===== src/rtl/cla_pkg.sv =====
// Shared constants and elaboration helpers for the pipelined CLA adder/subtractor.
package cla_pkg;

  localparam int unsigned GW = 4;

  function automatic int unsigned slice_w(input int unsigned w, input int unsigned stages);
    return w / stages;
  endfunction

  // Legal configuration: 4-bit groups, 1..W/GW stages, W splits into whole groups per stage
  function automatic bit cfg_ok(input int unsigned w, input int unsigned gw,
                                input int unsigned stages);
    return (gw == GW) && (stages >= 1) && (stages <= w / gw) && ((w % (stages * gw)) == 0);
  endfunction

endpackage


===== src/rtl/cla_slice.sv =====
// Combinational two-level carry-lookahead adder slice: 4-bit groups plus a group-lookahead tier.
module cla_slice
  import cla_pkg::*;
#(
  parameter int unsigned SW = 16
) (
  input  logic [SW-1:0] a,
  input  logic [SW-1:0] b,
  input  logic          ci,
  output logic [SW-1:0] s,
  output logic          co,
  output logic          c_msb
);

  localparam int unsigned NG = SW / GW;

  logic [SW-1:0] g;
  logic [SW-1:0] p;
  logic [SW-1:0] c;
  logic [NG-1:0] gg;
  logic [NG-1:0] pg;
  logic [NG:0]   gc;

  assign g = a & b;
  assign p = a ^ b;

  // Group generate/propagate over each 4-bit group
  always_comb begin : group_gp
    gg = '0;
    pg = '1;
    for (int j = 0; j < int'(NG); j++) begin
      for (int i = 0; i < int'(GW); i++) begin
        gg[j] = g[j*GW+i] | (p[j*GW+i] & gg[j]);
        pg[j] = pg[j] & p[j*GW+i];
      end
    end
  end

  always_comb begin : group_lookahead
    gc    = '0;
    gc[0] = ci;
    for (int j = 0; j < int'(NG); j++) begin
      gc[j+1] = gg[j] | (pg[j] & gc[j]);
    end
  end

  // Bit carries inside each group start from that group's lookahead carry
  always_comb begin : bit_carry
    c = '0;
    for (int j = 0; j < int'(NG); j++) begin
      c[j*GW] = gc[j];
      for (int i = 1; i < int'(GW); i++) begin
        c[j*GW+i] = g[j*GW+i-1] | (p[j*GW+i-1] & c[j*GW+i-1]);
      end
    end
  end

  assign s     = p ^ c;
  assign co    = gc[NG];
  assign c_msb = c[SW-1];

endmodule


===== src/rtl/pipe_cla_addsub.sv =====
// Pipelined valid/ready CLA adder/subtractor: one W/STAGES-bit slice resolved per stage,
// carry and unprocessed operand bits forwarded through stage registers.
module pipe_cla_addsub #(
  parameter int unsigned W      = 32,
  parameter int unsigned GW     = cla_pkg::GW,
  parameter int unsigned STAGES = 2
) (
  input  logic         clk,
  input  logic         rst,
  input  logic         in_valid,
  output logic         in_ready,
  input  logic [W-1:0] a,
  input  logic [W-1:0] b,
  input  logic         sub,
  input  logic         cin,
  output logic         out_valid,
  input  logic         out_ready,
  output logic [W-1:0] sum,
  output logic         cout,
  output logic         ovf,
  output logic         zero
);

  localparam int unsigned SW = cla_pkg::slice_w(W, STAGES);

  if (!cla_pkg::cfg_ok(W, GW, STAGES)) begin : g_bad_cfg
    $error("pipe_cla_addsub: need GW==4, 1<=STAGES<=W/GW and W a multiple of STAGES*GW");
  end

  logic [STAGES-1:0] vld;
  logic [STAGES:0]   rdy;

  // A stage can load when it is empty or its content moves on this cycle
  always_comb begin
    rdy         = '0;
    rdy[STAGES] = out_ready;
    for (int k = int'(STAGES) - 1; k >= 0; k--) begin
      rdy[k] = !vld[k] || rdy[k+1];
    end
  end

  assign in_ready = rdy[0];

  for (genvar k = 0; k < STAGES - 1; k++) begin : g_st
    localparam int unsigned IW = W - k * SW;
    localparam int unsigned OW = W - (k + 1) * SW;
    localparam int unsigned DW = (k + 1) * SW;

    logic [IW-1:0] a_i, b_i;
    logic          c_i, v_i;
    logic [DW-1:0] r_i;
    logic [SW-1:0] s;
    logic          co, c_msb, unused_msb;
    logic          valid_q, valid_d, c_q, c_d;
    logic [OW-1:0] a_q, a_d, b_q, b_d;
    logic [DW-1:0] res_q, res_d;

    if (k == 0) begin : g_in
      assign a_i = a;
      assign b_i = b ^ {W{sub}};
      assign c_i = sub | cin;
      assign v_i = in_valid;
      assign r_i = s;
    end else begin : g_in
      assign a_i = g_st[k-1].a_q;
      assign b_i = g_st[k-1].b_q;
      assign c_i = g_st[k-1].c_q;
      assign v_i = g_st[k-1].valid_q;
      assign r_i = {s, g_st[k-1].res_q};
    end

    cla_slice #(.SW(SW)) u_slice (
      .a    (a_i[SW-1:0]),
      .b    (b_i[SW-1:0]),
      .ci   (c_i),
      .s    (s),
      .co   (co),
      .c_msb(c_msb)
    );

    assign unused_msb = c_msb;

    always_comb begin
      valid_d = valid_q;
      c_d     = c_q;
      a_d     = a_q;
      b_d     = b_q;
      res_d   = res_q;
      if (rdy[k]) begin
        valid_d = v_i;
        if (v_i) begin
          c_d   = co;
          a_d   = a_i[IW-1:SW];
          b_d   = b_i[IW-1:SW];
          res_d = r_i;
        end
      end
    end

    always_ff @(posedge clk or posedge rst) begin
      if (rst) begin
        valid_q <= 1'b0;
        c_q     <= 1'b0;
        a_q     <= '0;
        b_q     <= '0;
        res_q   <= '0;
      end else begin
        valid_q <= valid_d;
        c_q     <= c_d;
        a_q     <= a_d;
        b_q     <= b_d;
        res_q   <= res_d;
      end
    end

    assign vld[k] = valid_q;
  end

  // Last stage: top slice plus flags, straight into the output registers
  logic [SW-1:0] fa, fb, fs;
  logic          fc, fv, fco, fmsb;
  logic [W-1:0]  fsum;

  if (STAGES == 1) begin : g_fin_in
    assign fa   = a;
    assign fb   = b ^ {W{sub}};
    assign fc   = sub | cin;
    assign fv   = in_valid;
    assign fsum = fs;
  end else begin : g_fin_in
    assign fa   = g_st[STAGES-2].a_q;
    assign fb   = g_st[STAGES-2].b_q;
    assign fc   = g_st[STAGES-2].c_q;
    assign fv   = g_st[STAGES-2].valid_q;
    assign fsum = {fs, g_st[STAGES-2].res_q};
  end

  cla_slice #(.SW(SW)) u_slice_last (
    .a    (fa),
    .b    (fb),
    .ci   (fc),
    .s    (fs),
    .co   (fco),
    .c_msb(fmsb)
  );

  logic         out_valid_q, out_valid_d;
  logic [W-1:0] sum_q, sum_d;
  logic         cout_q, cout_d, ovf_q, ovf_d, zero_q, zero_d;

  always_comb begin
    out_valid_d = out_valid_q;
    sum_d       = sum_q;
    cout_d      = cout_q;
    ovf_d       = ovf_q;
    zero_d      = zero_q;
    if (rdy[STAGES-1]) begin
      out_valid_d = fv;
      if (fv) begin
        sum_d  = fsum;
        cout_d = fco;
        ovf_d  = fco ^ fmsb;
        zero_d = (fsum == '0);
      end
    end
  end

  always_ff @(posedge clk or posedge rst) begin
    if (rst) begin
      out_valid_q <= 1'b0;
      sum_q       <= '0;
      cout_q      <= 1'b0;
      ovf_q       <= 1'b0;
      zero_q      <= 1'b0;
    end else begin
      out_valid_q <= out_valid_d;
      sum_q       <= sum_d;
      cout_q      <= cout_d;
      ovf_q       <= ovf_d;
      zero_q      <= zero_d;
    end
  end

  assign vld[STAGES-1] = out_valid_q;
  assign out_valid     = out_valid_q;
  assign sum           = sum_q;
  assign cout          = cout_q;
  assign ovf           = ovf_q;
  assign zero          = zero_q;

endmodule

===== config.mk =====
export PLATFORM = sky130hd
export DESIGN_NAME = pipe_cla_addsub
export DESIGN_NICKNAME = d
export VERILOG_FILES = /design/src/rtl/cla_pkg.sv /design/src/rtl/cla_slice.sv /design/src/rtl/pipe_cla_addsub.sv
export SDC_FILE = /design/constraint.sdc
export NUM_CORES = 1
export LEC_CHECK = 0
export ABC_AREA = 0
export CORE_AREA = 2 2 107 109
export DETAILED_ROUTE_END_ITERATION = 8
export DIE_AREA = 0 0 109 111
export PLACE_DENSITY = 0.73
export SLEW_MARGIN = 20
export SYNTH_ARGS = -nofsm -noshare
export SYNTH_HDL_FRONTEND = slang
export SYNTH_HIERARCHICAL = 1
export SYNTH_SLANG_ARGS = --single-unit

===== constraint.sdc =====
create_clock -name clk -period 2.9 [get_ports clk]
set_input_delay 0.435 -clock clk [delete_from_list [all_inputs] [get_ports clk]]
set_output_delay 0.435 -clock clk [all_outputs]
set_load 0.02 [all_outputs]

; ---- Word-level counts from Yosys, hierarchy flattened
; Cells that the tools add are included.
[classes]
n_reduce_logical = 7
n_bitwise = 145
[ops]
columns = op, count
row1 = 1-bit AND, 80
row2 = 16-bit bitwise XOR, 4
row3 = 1-bit bitwise OR, 57
row4 = 16-bit AND, 2
row5 = 32-bit logical NOT, 1
row6 = 32-bit bitwise XOR, 1
row7 = 2-bit AND reduction, 2
row8 = 1-bit logical NOT, 2
row9 = 1-bit logical OR, 2
row10 = 1-bit bitwise XOR, 1
[word_totals]
out_inout_bits = 37
register_bits = 86

; ---- Depth between registers and ports, before layout
; Gate-level depths: netlist of run 1.
[logic_depth]
ltp_word = 20
mapped_depth = 16
depth_no_buf = 13

; ---- Cells and area by module
; Netlist of run 1, hierarchy kept.
[modules_own_cells]
columns = module, n_inst, seq_area_each_um2, area_each_um2, cells_each
row1 = pipe_cla_addsub, 1, 2152.1, 3674.8, 237
row2 = cla_slice (u_slice_last), 1, 0.0, 684.4, 64
row3 = cla_slice (g_st[0].u_slice), 1, 0.0, 663.1, 68

; ---- Least setup slack after synthesis of run 1
; Ideal clock, no wire load.
[synth_timing]
path_type = input to register
startpoint = input port sub
endpoint = register g_st[0].res_q[11]
t_required_ns = 2.775
setup_ns = 0.125
path_buffers = 2
arrival_time_ns = 3.487
path_stages = 13
path_slack_ns = -0.712
path_cell_list = buf_2 > buf_4 > xor2_1 > ha_1 > a211o_1 > o211ai_1 > a31oi_1 > nand2b_1 > fa_1 > fa_1 > fa_1 > xor2_1 > mux2_2
[synth_via]
elab_chain_len = 18
[synth_lines]
columns = element, line
row1 = "start, declared", pipe_cla_addsub.sv:14  ; input logic sub,
row2 = 32-bit bitwise XOR *, pipe_cla_addsub.sv:60  ; assign b_i = b ^ {W{sub}};
row3 = via g_st[0].b_i[1], pipe_cla_addsub.sv:49  ; logic [IW-1:0] a_i, b_i;
row4 = 16-bit bitwise XOR, cla_slice.sv:25  ; assign p = a ^ b;
row5 = 1-bit AND, cla_slice.sv:33  ; gg[j] = g[j*GW+i] | (p[j*GW+i] & gg[j]);
row6 = 1-bit bitwise OR, cla_slice.sv:33
row7 = 1-bit AND, cla_slice.sv:33
row8 = 1-bit bitwise OR, cla_slice.sv:33
row9 = 1-bit AND, cla_slice.sv:33
row10 = [... 4 more ...], n/a
row11 = 1-bit AND *, cla_slice.sv:53  ; c[j*GW+i] = g[j*GW+i-1] | (p[j*GW+i-1] & c[j*GW+i-1]);
row12 = 1-bit bitwise OR *, cla_slice.sv:53
row13 = 1-bit AND *, cla_slice.sv:53
row14 = 1-bit bitwise OR *, cla_slice.sv:53
row15 = 1-bit AND *, cla_slice.sv:53
row16 = 1-bit bitwise OR *, cla_slice.sv:53
row17 = 16-bit bitwise XOR *, cla_slice.sv:58  ; assign s = p ^ c;
row18 = via g_st[0].r_i[11], pipe_cla_addsub.sv:51  ; logic [DW-1:0] r_i;
row19 = "end signal, assigned", pipe_cla_addsub.sv:112  ; res_q <= res_d;
row20 = "end, declared", pipe_cla_addsub.sv:56  ; logic [DW-1:0] res_q, res_d;
; The timed path passes the listed nets; every way through them passes the cells marked *.
; A chain may end at the register's enable or synchronous reset.

; ---- Final worst setup path of run 1
[layout_timing]
startpoint = register g_st[0].a_q[0] (netlist: fa[0])
endpoint = register zero_q (netlist: zero)
[layout_lines]
columns = element, line
row1 = "start, declared", pipe_cla_addsub.sv:55  ; logic [OW-1:0] a_q, a_d, b_q, b_d;
row2 = "start signal, assigned", pipe_cla_addsub.sv:104  ; a_q <= '0;
row3 = "start signal, assigned", pipe_cla_addsub.sv:110  ; a_q <= a_d;
row4 = 16-bit AND, cla_slice.sv:24  ; assign g = a & b;
row5 = 1-bit AND, cla_slice.sv:33
row6 = 1-bit bitwise OR, cla_slice.sv:33
row7 = 1-bit AND, cla_slice.sv:33
row8 = 1-bit bitwise OR, cla_slice.sv:33
row9 = 1-bit AND, cla_slice.sv:33
row10 = 1-bit bitwise OR, cla_slice.sv:33
row11 = 1-bit bitwise OR *, cla_slice.sv:43  ; gc[j+1] = gg[j] | (pg[j] & gc[j]);
row12 = 1-bit AND *, cla_slice.sv:43
row13 = 1-bit bitwise OR *, cla_slice.sv:43
row14 = 1-bit AND *, cla_slice.sv:53
row15 = 1-bit bitwise OR *, cla_slice.sv:53
row16 = 1-bit AND *, cla_slice.sv:53
row17 = 1-bit bitwise OR *, cla_slice.sv:53
row18 = 16-bit bitwise XOR *, cla_slice.sv:58
row19 = via fs[10], pipe_cla_addsub.sv:120  ; logic [SW-1:0] fa, fb, fs;
row20 = 32-bit logical NOT *, pipe_cla_addsub.sv:163  ; zero_d = (fsum == '0);
row21 = "end signal, assigned", pipe_cla_addsub.sv:180  ; zero_q <= zero_d;
row22 = "end, declared", pipe_cla_addsub.sv:149  ; logic cout_q, cout_d, ovf_q, ovf_d, zero_q, zero_d;
; Marks and branches as above.

==> impl_metrics.yaml, run 1 <==
routing:
  ant_nets: 0
  wl_met3_um: 434
  drtIter0Drc: 68
  vias_per_cell: 4.98
  vias: 3437
  dr.pass1.iters: 4
  drc: 0
  met1_length_um: 4440
  routed_wl_um: 11000
  avgRoutedWirePerCell_um: 16.0
  wl_met2_um: 6010
  highest_layer: "met4"
flow_run:
  drv_cap: 0
cells_and_area:
  drive_above_1_share: 0.419
  register_area_um2: 2150
  multi_input_area_um2: 2940
  syn_to_final_growth_pct: 46.1
  nFillCells: 840
  stdcell_count: 690
  insertedDiodeCount: 0
  nets: 669
place:
  dpl.cell_count: 656
  dp_hpwl_um: 8370
  io_buffers: 106
  place.gp.congestion: 0.780
  pre_cts_slack_ps: -822
grt:
  grt_pass1_vias: 3840
  grt_pass1_wl_um: 18200
  grt_max_degree: 56
  grt.overflow.total: 0
  antenna_found_initial: 0
  track_usage: 0.195
floorplanning:
  rows: 39
  dieArea_um2: 12100
  io_pins: 107
  start_util: 0.453
  die_w_um: 109
  design.core.area_um2: 11100
  dieHeight_um: 111
outcome:
  status: "complete, but fails checks"
  violations: "setup timing"
sta:
  slew_headroom: 0.631
  fin_ws_ps: -364
  hold_viol: 0
  rsz0062_at_grt: "yes"
  finClkSkew_ps: 6.87
  setup_viol: 8
  tightest_slew_ps: 553
  timing.fmax_ghz: 0.306
  slew_viol_final: 0
  finalCritPeriodShare: 1.13
  finalCriticalPeriod_ps: 3260
worst_setup_path:
  cp-start-kind: "register"
  end_kind: "register"
  path_depth: 11
  worstPathRequired_ps: 3140
  path_buf_inv: 1
  reg2regPathDepth: 11
  crit_chain: "ha_1 > a211oi_2 > o21ai_2 > a211oi_4 > inv_1 > fa_2 > fa_2 > fa_2 > nor4_4 > nand4_1 > o31ai_2"
  slowest_delay_ps: 460
  cp_max_fo: 3
  worst_path_most_repeated_cell: "fa_2"
  crit_family: "adder cells"
  crit_slowest_cell: "fa_2"
  crit_type: "register to register"
  cp.arrival_ps: 3500
synthesis:
  syn_nets: 494
  syn_inst: 368
  yosys_warnings: 6
  avgSynthCellArea_um2: 13.6
  netlist_area_um2: 5020
power:
  p_switching_w: 0.00192
  p_clk_frac: 0.211
  power.leakage_nw: 3.26
  switching_share: 0.331
  ir_drop_mv: 0.487
  power.internal_w: 0.00388
  pwr-share-comb: 0.458
  seqPwrFrac: 0.330
  powerDensity_nw_per_um2: 791
clock_tree:
  ctsHoldBuffers: 0
  numCtsBuffers: 9
  htreeDepth: 3
  cts_tree: "yes"
  cts.path.max_buffers: 2
  clock-sinks: 86
  cts-root-buf: "clkbuf_16"
  clock_latency_ps: 330
  clkSlewWorstSetupHoldPaths_ps: 60
hold_path:
  worstHoldPathType: "primary input to async pin"
-- path summary, 6_finish.rpt --
kind | end | startpoint | slack, ps
worst max-delay path | zero$_DFFE_PP0P_ | fa[0]$_DFFE_PP0P_ | -360
worst min-delay path | g_st[0].res_q[4]$_DFFE_PP0P_ | rst | 480
worst max register to register | zero$_DFFE_PP0P_ | fa[0]$_DFFE_PP0P_ | -360
worst min register to register | sum[0]$_DFFE_PP0P_ | sum[0]$_DFFE_PP0P_ | 500
max in group asynchronous | sum[23]$_DFFE_PP0P_ | rst | 1750
min in group clk | sum[0]$_DFFE_PP0P_ | sum[0]$_DFFE_PP0P_ | 500
-- routing by layer --
metal  GRT usage  vias up
met3      0.0447        8
li1            -     1626
met5           0        -
met2       0.347       65
met1       0.241     1738
met4      0.0359        0
-- sequential cells by signal, summed over array words and instances, names as in the netlist --
| signal | flops |
|---|---|
| sum | 32 |
| zero | 1 |
| fb | 16 |
| fc | 1 |
| fa | 16 |
| fv | 1 |
| out_valid | 1 |
| g_st.res_q | 16 |
| cout | 1 |
| ovf | 1 |
-- cell type report --
| class | instances | area share |
|---|---|---|
| inverter | 25 | 0.0130 |
| sequential | 86 | 0.294 |
| multi-input combinational | 245 | 0.401 |
| tap | 143 | 0.0244 |
| timing repair buffer | 176 | 0.224 |
| clock buffer | 10 | 0.0326 |
| clock inverter | 5 | 0.0114 |
-- per-stage QoR --
step | utilization | hold WS (ps) | total power (W) | TNS, ps | cell area, um2
3_3_place_gp | 0.597 | 487 | 0.00427 | -6370 | 6610
5_1_grt | 0.662 | 520 | 0.00615 | -2030 | 7330
3_5_place_dp | 0.597 | 493 | 0.00435 | -7090 | 6610
6_report | 0.662 | 481 | 0.00580 | -1330 | 7330
2_1_floorplan | - | 484 | 0.00324 | -2540 | 5090
4_1_cts | 0.654 | 494 | 0.00579 | -1180 | 7240
-- power by group through the flow --
stage | logic (W) | clock network, W | registers (W)
floorplan | 0.00108 | 0 | 0.00216
CTS | 0.00262 | 0.00126 | 0.00191
detailed placement | 0.00242 | 0 | 0.00193
global placement | 0.00236 | 0 | 0.00191
finish | 0.00266 | 0.00123 | 0.00191
global route | 0.00287 | 0.00131 | 0.00197
-- worst register-to-register path, delay by kind of cell (launching register included) --
| family | cells | cell delay, ps |
|---|---|---|
| AOI/OAI and AO/OA | 4 | 800 |
| adders and majority gates | 4 | 1460 |
| and+or+nand+nor | 2 | 410 |
| buffers and inverters | 1 | 100 |
| DFF | 1 | 390 |
-- repair_timing --
item	4_1_cts	5_1_grt
resized for setup	55	21
pin swaps	27	22
buffers inserted	17	2
endpoints found under the setup margin	14	14
-- cells in the final DEF (no fill, tap or decap), types with 3 or more instances in the layout --
master           count
mux2_4              14
inv_1               20
buf_4               65
a21o_1               3
buf_12               5
fa_2                16
inv_2                4
clkbuf_16            9
a21oi_2              3
xor2_2              10
dlygate4sd2_1        7
nor4_1               6
fa_1                 8
dfrtp_1             86
xor2_1              28
o21ai_0              3
nand4_1              6
a21oi_1              5
clkdlybuf4s50_1     91
mux2_2              68
clkdlybuf4s15_1      3
o21ai_1              3
ha_1                29
nand2_1              4
(Power assumes the default switching activity.)
==> inputs of run 2 (changes only) <==
TNS_END_PERCENT = 30   (was not set)
==> impl_metrics.yaml, run 2 (synthesized netlist as in run 1, its figures left out) <==
outcome:
  status: "complete, but fails checks"
  violations: "setup timing"
cells_and_area:
  largest_register_ffs: 32
  final_cell_mix: "clkdlybuf4s50_1, dfrtp_1, buf_4"
  insertedDiodeCount: 0
  nets: 677
  design_area_um2: 7340
  syn_to_final_growth_pct: 46.3
  drive_above_1_share: 0.412
  mostFrequentLayoutCell: "clkdlybuf4s50_1"
flow_run:
  drv_cap: 0
worst_setup_path:
  worstPathRequired_ps: 3130
  cp_max_fo: 2
  cp-start-kind: "register"
  crit_type: "register to register"
  cp.arrival_ps: 3730
  reg2regPathDepth: 12
  end_kind: "register"
place:
  dp_hpwl_um: 8200
  place.gp.congestion: 0.837
  io_buffers: 106
  pre_cts_slack_ps: -837
  placedInstanceArea_um2: 6620
power:
  power_w: 0.00566
  ir_drop_mv: 0.424
  power.leakage_nw: 3.28
  powerDensity_nw_per_um2: 771
grt:
  grt.busiest_layer: "met2"
  met3_usage: 0.0300
  met2_usage: 0.360
  gr-usage-met1: 0.233
  grt_max_degree: 44
  track_usage: 0.197
  grt.overflow.total: 0
  grt_pass1_vias: 3949
  antenna_found_initial: 0
  grt_pass1_wl_um: 18500
sta:
  slew_headroom: 0.480
  finalCritPeriodShare: 1.21
  finClkSkew_ps: 9.09
  finalCriticalPeriod_ps: 3500
  slew_viol_final: 0
  fin_setup_tns_ps: -2050
  fin_ws_ps: -600
  setup_viol: 11
  hold_viol: 0
  tightest_slew_ps: 778
  timing.fmax_ghz: 0.286
  rsz0062_at_grt: "yes"
clock_tree:
  clock-sinks: 86
  cts_tree: "yes"
  htreeDepth: 3
  numCtsBuffers: 9
  cts-root-buf: "clkbuf_16"
  ctsHoldBuffers: 0
  cts.path.max_buffers: 2
  clock_latency_ps: 330
  clkSlewWorstSetupHoldPaths_ps: 60
routing:
  vias_per_cell: 4.96
  vias: 3466
  drc: 0
  avgRoutedWirePerCell_um: 16.1
  routed_wl_um: 11300
  dr.pass1.iters: 4
  ant_nets: 0
  drtIter0Drc: 86
hold_path:
  min_delay_path_depth: 1
  worstHoldPathType: "register to register"
floorplanning:
  rows: 39
  dieHeight_um: 111
  start_util: 0.453
  dieArea_um2: 12100
  die_w_um: 109
  io_pins: 107
  design.core.area_um2: 11100
[run 2: cell types whose count changed in the layout (fill, tap and decap cells not counted), moves of 3 or more]
cell    before  now
fa_2        16   12
xor2_1      28   32
buf_4       65   73
xor2_2      10    5
fa_1         8   12
ha_1        29   26
[run 2: critical path, stage by stage (launching register included)]
cell,delay [ps]
dfrtp_1,380
ha_1,300
a211oi_2,210
o21ai_2,120
a211oi_2,290
inv_1,100
fa_2,360
fa_2,410
fa_2,340
xor2_1,160
nor4_1,280
nand4_1,210
o31ai_2,250
[run 2: through the flow]
step	hold slack [ps]	instances	util
2_1_floorplan	484	368	-
3_3_place_gp	489	660	0.598
3_5_place_dp	494	660	0.598
4_1_cts	508	695	0.656
5_1_grt	511	699	0.663
6_report	505	699	0.663
[run 2: metal layers]
metal / vias up / routed length, um / share of wire
met5: - / 0 / 0
met4: 0 / 208 / 0.018
met3: 15 / 336 / 0.030
met2: 67 / 6060 / 0.54
met1: 1739 / 4650 / 0.41
li1: 1645 / - / -
[run 2: final timing paths]
path	slack, ps	startpoint	to
max	-600	fa[0]$_DFFE_PP0P_	zero$_DFFE_PP0P_
min	500	sum[1]$_DFFE_PP0P_	sum[1]$_DFFE_PP0P_
max reg2reg	-600	fa[0]$_DFFE_PP0P_	zero$_DFFE_PP0P_
min reg2reg	500	sum[1]$_DFFE_PP0P_	sum[1]$_DFFE_PP0P_
max in group asynchronous	1680	rst	sum[19]$_DFFE_PP0P_
min in group asynchronous	570	rst	sum[5]$_DFFE_PP0P_
[run 2: final cells by class]
class	instances	area [um2]
timing repair buffer	184	1700
inverter	25	95.1
fill	834	3740
multi-input combinational	245	2910
sequential	86	2150
tap	143	179
clock buffer	11	253
clock inverter	5	57.6
[run 2: power breakdown]
group          switching [W]  total, W  internal (W)
sequential          0.000289   0.00191       0.00162
clock               0.000460   0.00117      0.000714
combinational        0.00113   0.00258       0.00145
total                0.00188   0.00566       0.00378
[run 2: timing repair]
action	4_1_cts	5_1_grt
setup endpoints to repair	15	16
endpoints found under the hold margin	0	0
pin swaps	34	14
resized for setup	55	12
buffers inserted	19	4
==> inputs of run 3 (changes only) <==
ABC_CLOCK_PERIOD_IN_PS = 2900   (was not set)
CORE_AREA = 10 10 115 117   (was 2 2 107 109)
DIE_AREA = 0 0 125 127   (was 0 0 109 111)
==> impl_metrics.yaml, run 3 (synthesized netlist as in run 1, its figures left out) <==
power:
  power_w: 0.00572
  ir_drop_mv: 0.412
  p_switching_w: 0.00190
  seqPwrFrac: 0.333
  power.internal_w: 0.00382
  switching_share: 0.331
  power.leakage_nw: 3.22
  powerDensity_nw_per_um2: 789
  pwr-share-comb: 0.456
  p_clk_frac: 0.211
clock_tree:
  htreeDepth: 3
  clkSlewWorstSetupHoldPaths_ps: 60
  cts.path.max_buffers: 2
  cts-root-buf: "clkbuf_16"
  numCtsBuffers: 9
  clock_latency_ps: 330
  ctsHoldBuffers: 0
  cts_tree: "yes"
  clock-sinks: 86
worst_setup_path:
  slowest_delay_ps: 480
  crit_type: "register to register"
  timing.rr.start: "fa[3]$_DFFE_PP0P_"
  cp.arrival_ps: 3610
  worstPathRequired_ps: 3130
  r2r-end: "zero$_DFFE_PP0P_"
  ff2ff_setup_slack_ps: -480
  cp-start-kind: "register"
  reg2regPathDepth: 11
  cp_max_fo: 3
  end_kind: "register"
  crit_chain: "ha_1 > a21oi_2 > o21ai_2 > buf_4 > fa_1 > fa_2 > fa_1 > nor4_2 > buf_4 > nand4_1 > o31ai_1"
  crit_slowest_cell: "fa_1"
sta:
  tightest_slew_ps: 930
  finalCriticalPeriod_ps: 3380
  finClkSkew_ps: 9.34
  fin_ws_ps: -482
  rsz0062_at_grt: "yes"
  timing.fmax_ghz: 0.296
  slew_headroom: 0.379
  finalCritPeriodShare: 1.17
  slew_viol_final: 0
  hold_viol: 0
  setup_viol: 11
cells_and_area:
  stdcell_count: 685
  nets: 665
  largest_register_ffs: 32
  drive_above_1_share: 0.408
  design_area_um2: 7240
  insertedDiodeCount: 0
  fin_util: 0.651
  final_cell_mix: "clkdlybuf4s50_1, dfrtp_1, mux2_2"
  mostFrequentLayoutCell: "clkdlybuf4s50_1"
  syn_to_final_growth_pct: 44.3
routing:
  vias_per_cell: 5.01
  ant_nets: 0
  avgRoutedWirePerCell_um: 17.7
  drc: 0
  vias: 3432
  dr.pass1.iters: 4
  routed_wl_um: 12100
  drtIter0Drc: 181
grt:
  grt_pass1_vias: 3936
  grt_max_degree: 53
  grt.overflow.total: 0
  antenna_found_initial: 0
  grt_pass1_wl_um: 19800
  track_usage: 0.153
hold_path:
  worstHoldPathType: "register to register"
  min_to: "sum[6]$_DFFE_PP0P_"
  min_delay_path_depth: 1
  min_from: "sum[6]$_DFFE_PP0P_"
floorplanning:
  design.core.area_um2: 11100
  rows: 39
  dieArea_um2: 15900
  io_pins: 107
  die_w_um: 125
  dieHeight_um: 127
  start_util: 0.451
flow_run:
  drv_cap: 0
place:
  dpl.cell_count: 657
  placedInstanceArea_um2: 6600
  dp_hpwl_um: 9220
  place.gp.congestion: 0.837
  pre_cts_slack_ps: -840
  io_buffers: 106
outcome:
  violations: "setup timing"
  status: "complete, but fails checks"
run 3: repair_timing:
item / 4_1_cts / 5_1_grt
pin swaps: 37 / 12
endpoints found under the setup margin: 15 / 15
resized for setup: 56 / 17
buffers inserted: 10 / 4
run 3: how the worst max path moves through the flow:
stage / endpoint / slack [ps] / depth (start not counted) / startpoint
floorplan: g_st[0].res_q[11]$_DFFE_PP0P_ / -450 / 13 / sub
global placement: g_st[0].res_q[14]$_DFFE_PP0P_ / -760 / 14 / b[1]
detailed placement: g_st[0].res_q[14]$_DFFE_PP0P_ / -840 / 14 / b[1]
CTS: zero$_DFFE_PP0P_ / -510 / 12 / fa[0]$_DFFE_PP0P_
global route: zero$_DFFE_PP0P_ / -650 / 12 / fa[0]$_DFFE_PP0P_
finish: zero$_DFFE_PP0P_ / -480 / 11 / fa[3]$_DFFE_PP0P_
run 3: worst max-delay path: cells and delay by family, from the launching register on:
| family | cells | cell delay [ps] |
|---|---|---|
| AOI/OAI and AO/OA | 3 | 510 |
| adders and majority gates | 4 | 1590 |
| buffers and inverters | 2 | 300 |
| DFF | 1 | 390 |
| and+or+nand+nor | 2 | 480 |
run 3: cell type report:
class / instances / area, um2
Sequential cell: 86 / 2150
Clock inverter: 4 / 72.6
Multi-Input combinational cell: 245 / 2900
Clock buffer: 10 / 239
Timing Repair Buffer: 172 / 1600
Tap cell: 143 / 179
Inverter: 25 / 95.1
Fill cell: 850 / 3880
run 3: metrics by stage:
stage,hold WS [ps],TNS (ps)
floorplan,484,-2980
global placement,487,-6700
detailed placement,494,-7630
CTS,509,-1710
global route,518,-3230
finish,509,-1670
run 3: power by group through the flow:
stage               clock [W]  combinational [W]  sequential, W
floorplan                   0            0.00107        0.00216
global placement            0            0.00237        0.00190
detailed placement          0            0.00244        0.00192
CTS                   0.00123            0.00254        0.00190
global route          0.00128            0.00283        0.00196
finish                0.00121            0.00261        0.00190
run 3: layer usage:
| layer | share of wire | global-route usage |
|---|---|---|
| met1 | 0.40 | 0.172 |
| met2 | 0.55 | 0.282 |
| met5 | 0 | 0 |
| met4 | 0.011 | 0.0373 |
| met3 | 0.039 | 0.0393 |
